## config.mk

```make
export PLATFORM = sky130hd
export DESIGN_NAME = mux4_rr_select_ctrl
export DESIGN_NICKNAME = d
export VERILOG_FILES = /design/src/rtl/mux4_sel_pkg.sv /design/src/rtl/rr_pick4.sv /design/src/rtl/mux4_rr_select_ctrl.sv
export SDC_FILE = /design/constraint.sdc
export NUM_CORES = 1
export LEC_CHECK = 0
export ABC_AREA = 1
export CAP_MARGIN = 20
export CORE_ASPECT_RATIO = 0.6
export CORE_UTILIZATION = 23
export DETAILED_ROUTE_END_ITERATION = 6
export PLACE_DENSITY = 0.46
export SLEW_MARGIN = 10
export SYNTH_ARGS = -nofsm -noshare
export SYNTH_HDL_FRONTEND = slang
export SYNTH_SLANG_ARGS = --single-unit
export TNS_END_PERCENT = 5
```

## constraint.sdc

```tcl
create_clock -name Clk -period 4.75 [get_ports Clk]
set_input_delay 0.7125 -clock Clk [delete_from_list [all_inputs] [get_ports Clk]]
set_output_delay 0.7125 -clock Clk [all_outputs]
set_load 0.005 [all_outputs]
```

## src/rtl/mux4_sel_pkg.sv

```systemverilog
// Shared constants and state type for the 4-input MUX selector arbiter.
package mux4_sel_pkg;

    localparam int N_IN  = 4;
    localparam int SEL_W = 2;

    typedef enum logic {
        ST_IDLE,
        ST_BUSY
    } state_t;

endpackage

```

## src/rtl/rr_pick4.sv

```systemverilog
// Round-robin pick: the first set bit of mask, searched upward from ptr
// with a wrap from 3 back to 0.
module rr_pick4
    import mux4_sel_pkg::*;
(
    input  logic [N_IN-1:0]  mask,
    input  logic [SEL_W-1:0] ptr,
    output logic [SEL_W-1:0] win,
    output logic             found
);

    logic [SEL_W-1:0] idx;
    logic             hit;

    // Walk the channels from ptr; the first set bit encountered wins.
    always_comb begin
        win   = '0;
        found = |mask;
        hit   = 1'b0;
        idx   = '0;
        for (int i = 0; i < N_IN; i++) begin
            idx = ptr + SEL_W'(i);
            if (!hit && mask[idx]) begin
                win = idx;
                hit = 1'b1;
            end
        end
    end

endmodule

```

## src/rtl/mux4_rr_select_ctrl.sv

```systemverilog
// Round-robin arbiter driving the 2-bit selector of an 8-bit 4:1 data MUX.
// One grant is held until the consumer accepts it. On acceptance the next
// requester (excluding the channel just served) is picked in the same cycle,
// which allows back-to-back transfers.
module mux4_rr_select_ctrl
    import mux4_sel_pkg::*;
#(
    parameter logic [SEL_W-1:0] INIT_PTR = 2'd0,
    parameter int               CNT_W    = 8
) (
    input  logic             Clk,
    input  logic             Reset_n,
    input  logic [N_IN-1:0]  Req,
    input  logic             OutReady,
    output logic [SEL_W-1:0] Selector,
    output logic             OutValid,
    output logic [N_IN-1:0]  Ack,
    output logic [CNT_W-1:0] TxCount
);

    state_t           state;
    logic [SEL_W-1:0] ptr;
    logic             fire;
    logic [N_IN-1:0]  pick_mask;
    logic [SEL_W-1:0] pick_ptr;
    logic [SEL_W-1:0] pick_win;
    logic             pick_found;

    // Transfer handshake and the one-hot acknowledge to the winning source.
    always_comb begin
        fire = OutValid & OutReady;
        Ack  = fire ? (4'b0001 << Selector) : 4'b0000;
    end

    // Shared picker inputs. Ack is zero in IDLE, so masking with ~Ack is only
    // effective on the BUSY re-pick, where it excludes the channel just served.
    // The BUSY re-pick searches from Selector+1, which is the value Ptr takes
    // at the same edge.
    always_comb begin
        pick_mask = Req & ~Ack;
        pick_ptr  = (state == ST_BUSY) ? (Selector + 2'd1) : ptr;
    end

    rr_pick4 u_pick (
        .mask  (pick_mask),
        .ptr   (pick_ptr),
        .win   (pick_win),
        .found (pick_found)
    );

    // Arbiter state machine with registered selector and valid outputs.
    always_ff @(posedge Clk) begin
        if (!Reset_n) begin
            state    <= ST_IDLE;
            Selector <= '0;
            OutValid <= 1'b0;
            ptr      <= INIT_PTR;
            TxCount  <= '0;
        end else begin
            case (state)
                ST_IDLE: begin
                    if (pick_found) begin
                        Selector <= pick_win;
                        OutValid <= 1'b1;
                        state    <= ST_BUSY;
                    end
                end
                ST_BUSY: begin
                    if (fire) begin
                        ptr     <= Selector + 2'd1;
                        TxCount <= TxCount + CNT_W'(1);
                        if (pick_found) begin
                            Selector <= pick_win;
                        end else begin
                            OutValid <= 1'b0;
                            state    <= ST_IDLE;
                        end
                    end
                end
                default: begin
                    state    <= ST_IDLE;
                    OutValid <= 1'b0;
                end
            endcase
        end
    end

endmodule

```

; ---- Yosys cells after proc, flatten, opt, wreduce, memory -nomap -nowiden
; Cells that the tools add are included.
[op_classes]
n_addsub = 5
multipliers = 0
div = 0
n_lt_le_gt_ge = 4
n_eq_ne = 3
shift = 1
n_mux = 27
bitwise = 4
reduce_logical = 9
[op_table]
columns = operator, count
row1 = two-way mux 2 bit, 7
row2 = "less-than comparator 2 x 3 -> 1 bit, second input constant", 4
row3 = two-way mux 1 bit, 12
row4 = "adder 8 x 1 -> 8 bit, second input constant", 1
row5 = binary-select mux 1 bit (select 2 bit), 4
row6 = "adder 2 x 1 -> 2 bit, second input constant", 2
row7 = "adder 2 bit, second input constant", 2
row8 = AND 4 bit, 1
row9 = two-way mux 4 bit, 1
row10 = "inequality test 2 bit, second input constant", 2
row11 = NOT 4 bit, 1
row12 = case mux 1 bit (2 select lines), 2
row13 = case mux 2 bit (2 select lines), 1
row14 = OR reduction 4 bit, 1
row15 = "left shift 1 x 2 -> 4 bit, first input constant", 1
row16 = logical AND 1 bit, 3
row17 = logical NOT 1 bit, 3
row18 = AND reduction 3 bit, 1
row19 = "inequality test 2 x 1 -> 1 bit, second input constant", 1
row20 = AND reduction 2 bit, 1
row21 = AND 1 bit, 1
row22 = NOT 1 bit, 1
[totals]
reg_bits = 14
latchBits = 0
ram_bits = 0
romBits = 0
output_inout_bits = 15
word_cells = 58
mem_count = 0

; ---- Logic depth before layout (Yosys ltp)
[depth]
word_depth = 19
mapped_depth = 15
depth_no_buf = 15

; ---- By module
; Synthesis repeated with hierarchy kept, for this count alone.
[unflattened]
cells_unflattened = 158
area_unflattened_um2 = 1026.0
[modules_own_cells]
columns = module, instances, cells_each, area_each_um2, seq_area_each_um2
row1 = mux4_rr_select_ctrl, 1, 105, 757.0, 280.3
row2 = rr_pick4, 1, 53, 269.0, 0.0

; ---- Worst setup path after synthesis
; OpenSTA, ideal clock, no wires.
[synth_path]
kind = register to register
start = reg Selector[0]
end = reg Selector[0]
t_arrival_ns = 1.618
required_ns = 4.628
slack_ns = 3.010
stages_incl_launch_ff = 15
path_buffers = 0
period_less_slack_ns = 1.740
path_cell_list = dfxtp_1 inv_2 ha_1 inv_1 nand2_1 nand2_4 nand2_1 nand2_2 nand2_1 nand2_2 nor2_1 nor2_1 nand2_1 nand2_1 a21oi_2
[synth_between]
elab_chain_cells = 19
elab_cells_between_ends = 34
classes_between = add/sub (4) / shift (1) / mux (20) / bitwise (2) / reduce/logical (7)
[synth_rtl]
columns = element, line
row1 = "start, declared", mux4_rr_select_ctrl.sv:15  ; output logic [SEL_W-1:0] Selector,
row2 = "start signal, assigned", mux4_rr_select_ctrl.sv:63  ; Selector <= pick_win;
row3 = "start signal, assigned", mux4_rr_select_ctrl.sv:73  ; Selector <= pick_win;
row4 = "parallel branches: the longest is 16 deep, another holds adder 2 x 1 -> 2 bit", n/a
row5 = two-way mux 2 bit (*), "mux4_rr_select_ctrl.sv:62, mux4_rr_select_ctrl.sv:72"
row6 = two-way mux 2 bit, mux4_rr_select_ctrl.sv:69  ; if (fire) begin
row7 = case mux 2 bit (2 select lines) (*), mux4_rr_select_ctrl.sv:60  ; case (state)
; Mark *: on every way between the ends. The select of a mux whose other input is x is not followed.
; A chain may end at the register's enable or synchronous reset.

; ---- Worst setup path after layout
[layout_path]
start = in OutReady
end = out Ack[3]
[layout_between]
elab_chain_cells = 2
[layout_rtl]
columns = element, line
row1 = "start, declared", mux4_rr_select_ctrl.sv:14  ; input logic OutReady,
row2 = AND 1 bit, mux4_rr_select_ctrl.sv:31  ; fire = OutValid & OutReady;
row3 = two-way mux 4 bit, mux4_rr_select_ctrl.sv:32  ; Ack = fire ? (4'b0001 << Selector) : 4'b0000;
row4 = "end, declared", mux4_rr_select_ctrl.sv:17  ; output logic [N_IN-1:0] Ack,
; No other way between the ends.

==> metrics.txt <==
status=completed; Inserted Clock Buffers=3; Synth Register Bits=14; f_max=0.368 GHz; Gate power share=0.364; buffers inserted during post-CTS setup optimization=0; CTS clk-pin slew, worst paths=0.06 ns; Final nets=193; area of the mapped netlist=1090 µm²; crit path DAT=2.00 ns; synth warn=0; PD cells=278 nW/µm²; DRC errors left=0; Post-Layout Inst Area=1420 µm²; CTS Root Cell=clkbuf_8; multi-input logic area=714 µm²; HP Class=reg -> reg; number of setup violations in the final report=0; die height=55.3 µm; RSZ-0062 raised after global routing=no; ratio of cells with drive above 1 in the final layout=0.233; via count=1023; DIE WIDTH=90.9 µm; total power=395 µW; vias in the first global route=974; core area=4320 µm²; startpoint class of the critical path=input port; CP Class=in -> out; total gr overflow=0; Max VDD drop=88.6 µV; number of I/O pins=22; cell taking the most area after synthesis=dfxtp_1; Final Max Slew Viols=0; post-synthesis sequential area ratio=0.257; CTS tree=yes; first-pass GRT wire length=4570 µm; drt via density=4.26; top-area cell type share of the netlist area=0.257; crit-path max FO=5; ant diodes=0; switch share=0.364; worst endpoint required time=4.04 ns; Min Clock Period, post-route=2.72 ns; count of input and output buffers=21; DR WL/cell=11.2 µm; worst hold slack=0.482 ns; Total GRT Usage=0.115; Worst-Margin Slew=0.582 ns; relative slew slack=0.611; CP endpoint kind=output pin; largest net degree at the start of global routing=10; Internal=251 µW; P_sw=144 µW; fillers=485; synthesis-to-layout area growth=30.2%; Post-DP Area=1360 µm²; post-route ant nets=0; Synth Instances=156; top cells by area, synth=dfxtp_1 (26%), nand2_1 (14%), nand2_2 (8.6%), nand2_4 (7.2%), inv_1 (5.9%); cts repair resizes=0; Hold-fix buffers, CTS=0; Die Area=5030 µm²; final hold violations=0; number of core rows=18; initial drt markers=41; drt first pass iters=4; clock network power share=0.296; Fin Setup TNS=0 ns; average cell area after synthesis=6.99 µm²; CTS Buffer Depth=2; clock sink count=14; crit share post-route=0.572; initial antenna violation count=0; Final HPWL DP=2200 µm; synth unique cells=24; WL final=2690 µm; sequential power share=0.340; MaxCap Viol Count=0; Clock Latency Late Sink=0.24 ns; htree depth=1; syn_nets=168; Initial Utilization=0.252; Core Util, Final=0.328; leakage power=0.675 nW; GPL Wtd Cong=0.806; Clock Skews=0.000715 ns; Seq. cell area=280 µm²
-- power by group through the flow --
stage	clock, mW	combinational [mW]	sequential [mW]
6_report	0.117	0.144	0.134
4_1_cts	0.121	0.144	0.134
3_5_place_dp	0	0.143	0.137
2_1_floorplan	0	0.106	0.133
5_1_grt	0.128	0.161	0.135
3_3_place_gp	0	0.143	0.137
-- final timing paths --
path / startpoint / cells past startpoint / slack [ns] / end
setup reg to reg: Selector[0]$_SDFFE_PN0P_ / 14 / 2.68 / Selector[0]$_SDFFE_PN0P_
setup / recovery: OutReady / 4 / 2.03 / Ack[3]
hold / removal: TxCount[4]$_SDFFE_PN0P_ / 2 / 0.48 / TxCount[4]$_SDFFE_PN0P_
hold reg to reg: TxCount[4]$_SDFFE_PN0P_ / 2 / 0.48 / TxCount[4]$_SDFFE_PN0P_
-- layout by cell type, fill, tap and decap left out, types with 4 or more instances in the layout --
| cell type | n |
|---|---|
| clkbuf_8 | 4 |
| nor2_1 | 4 |
| nand2_4 | 7 |
| o21ai_0 | 5 |
| nand2_2 | 15 |
| nand3_1 | 11 |
| clkdlybuf4s50_1 | 21 |
| inv_1 | 17 |
| nand3_2 | 5 |
| nand2_1 | 42 |
| a21oi_1 | 12 |
| dfxtp_1 | 14 |
| ha_1 | 5 |
-- routing by layer --
layer	routed length, µm	track usage	up-vias
met5	0	0	-
li1	-	-	543
met3	144	0.0455	0
met1	1520	0.173	466
met4	0	0.0136	0
met2	1030	0.153	14
-- state kept, by name, summed over array words and instances, names as in the netlist --
signal and cells:
TxCount 8, Selector 2, ptr 2, OutValid 1, state 1
-- Yosys cell counts --
cell type and n:
a21oi_1 12, a21oi_2 1, and3_1 1, buf_6 1, dfxtp_1 14, ha_1 5, inv_1 17, inv_2 3
inv_6 1, nand2_1 42, nand2_2 15, nand2_4 7, nand3_1 11, nand3_2 5, nand4_1 2, nor2_1 4
nor2_2 3, nor3_1 1, nor3_2 1, nor3_4 1, nor3b_1 1, o21a_1 2, o21ai_0 5, o21ai_4 1
-- critical path, cell delays in order --
cell and delay [ns]:
clkdlybuf4s50_1 0.57, nand3_1 0.15, inv_1 0.08, clkdlybuf4s50_1 0.49
-- cell type report --
class,count,area share
Inverter,21,0.0591
Tap cell,60,0.0529
Timing Repair Buffer,21,0.148
Clock buffer,4,0.0388
Multi-Input combinational cell,120,0.504
Sequential cell,14,0.198
-- per-stage QoR --
step | std cells | setup WS, ns
floorplan | 156 | 3.01
global route | 240 | 1.98
detailed placement | 236 | 2.04
finish | 240 | 2.03
CTS | 240 | 2.03
global placement | 236 | 2.05
-- cells by family after synthesis --
group,Yosys count,synth area share
flops,14,0.257
compound gates,21,0.115
simple gates,94,0.483
buf+inv,22,0.0873
fa+ha+maj,5,0.0574
Note: power is estimated with default switching activity, not from simulation.
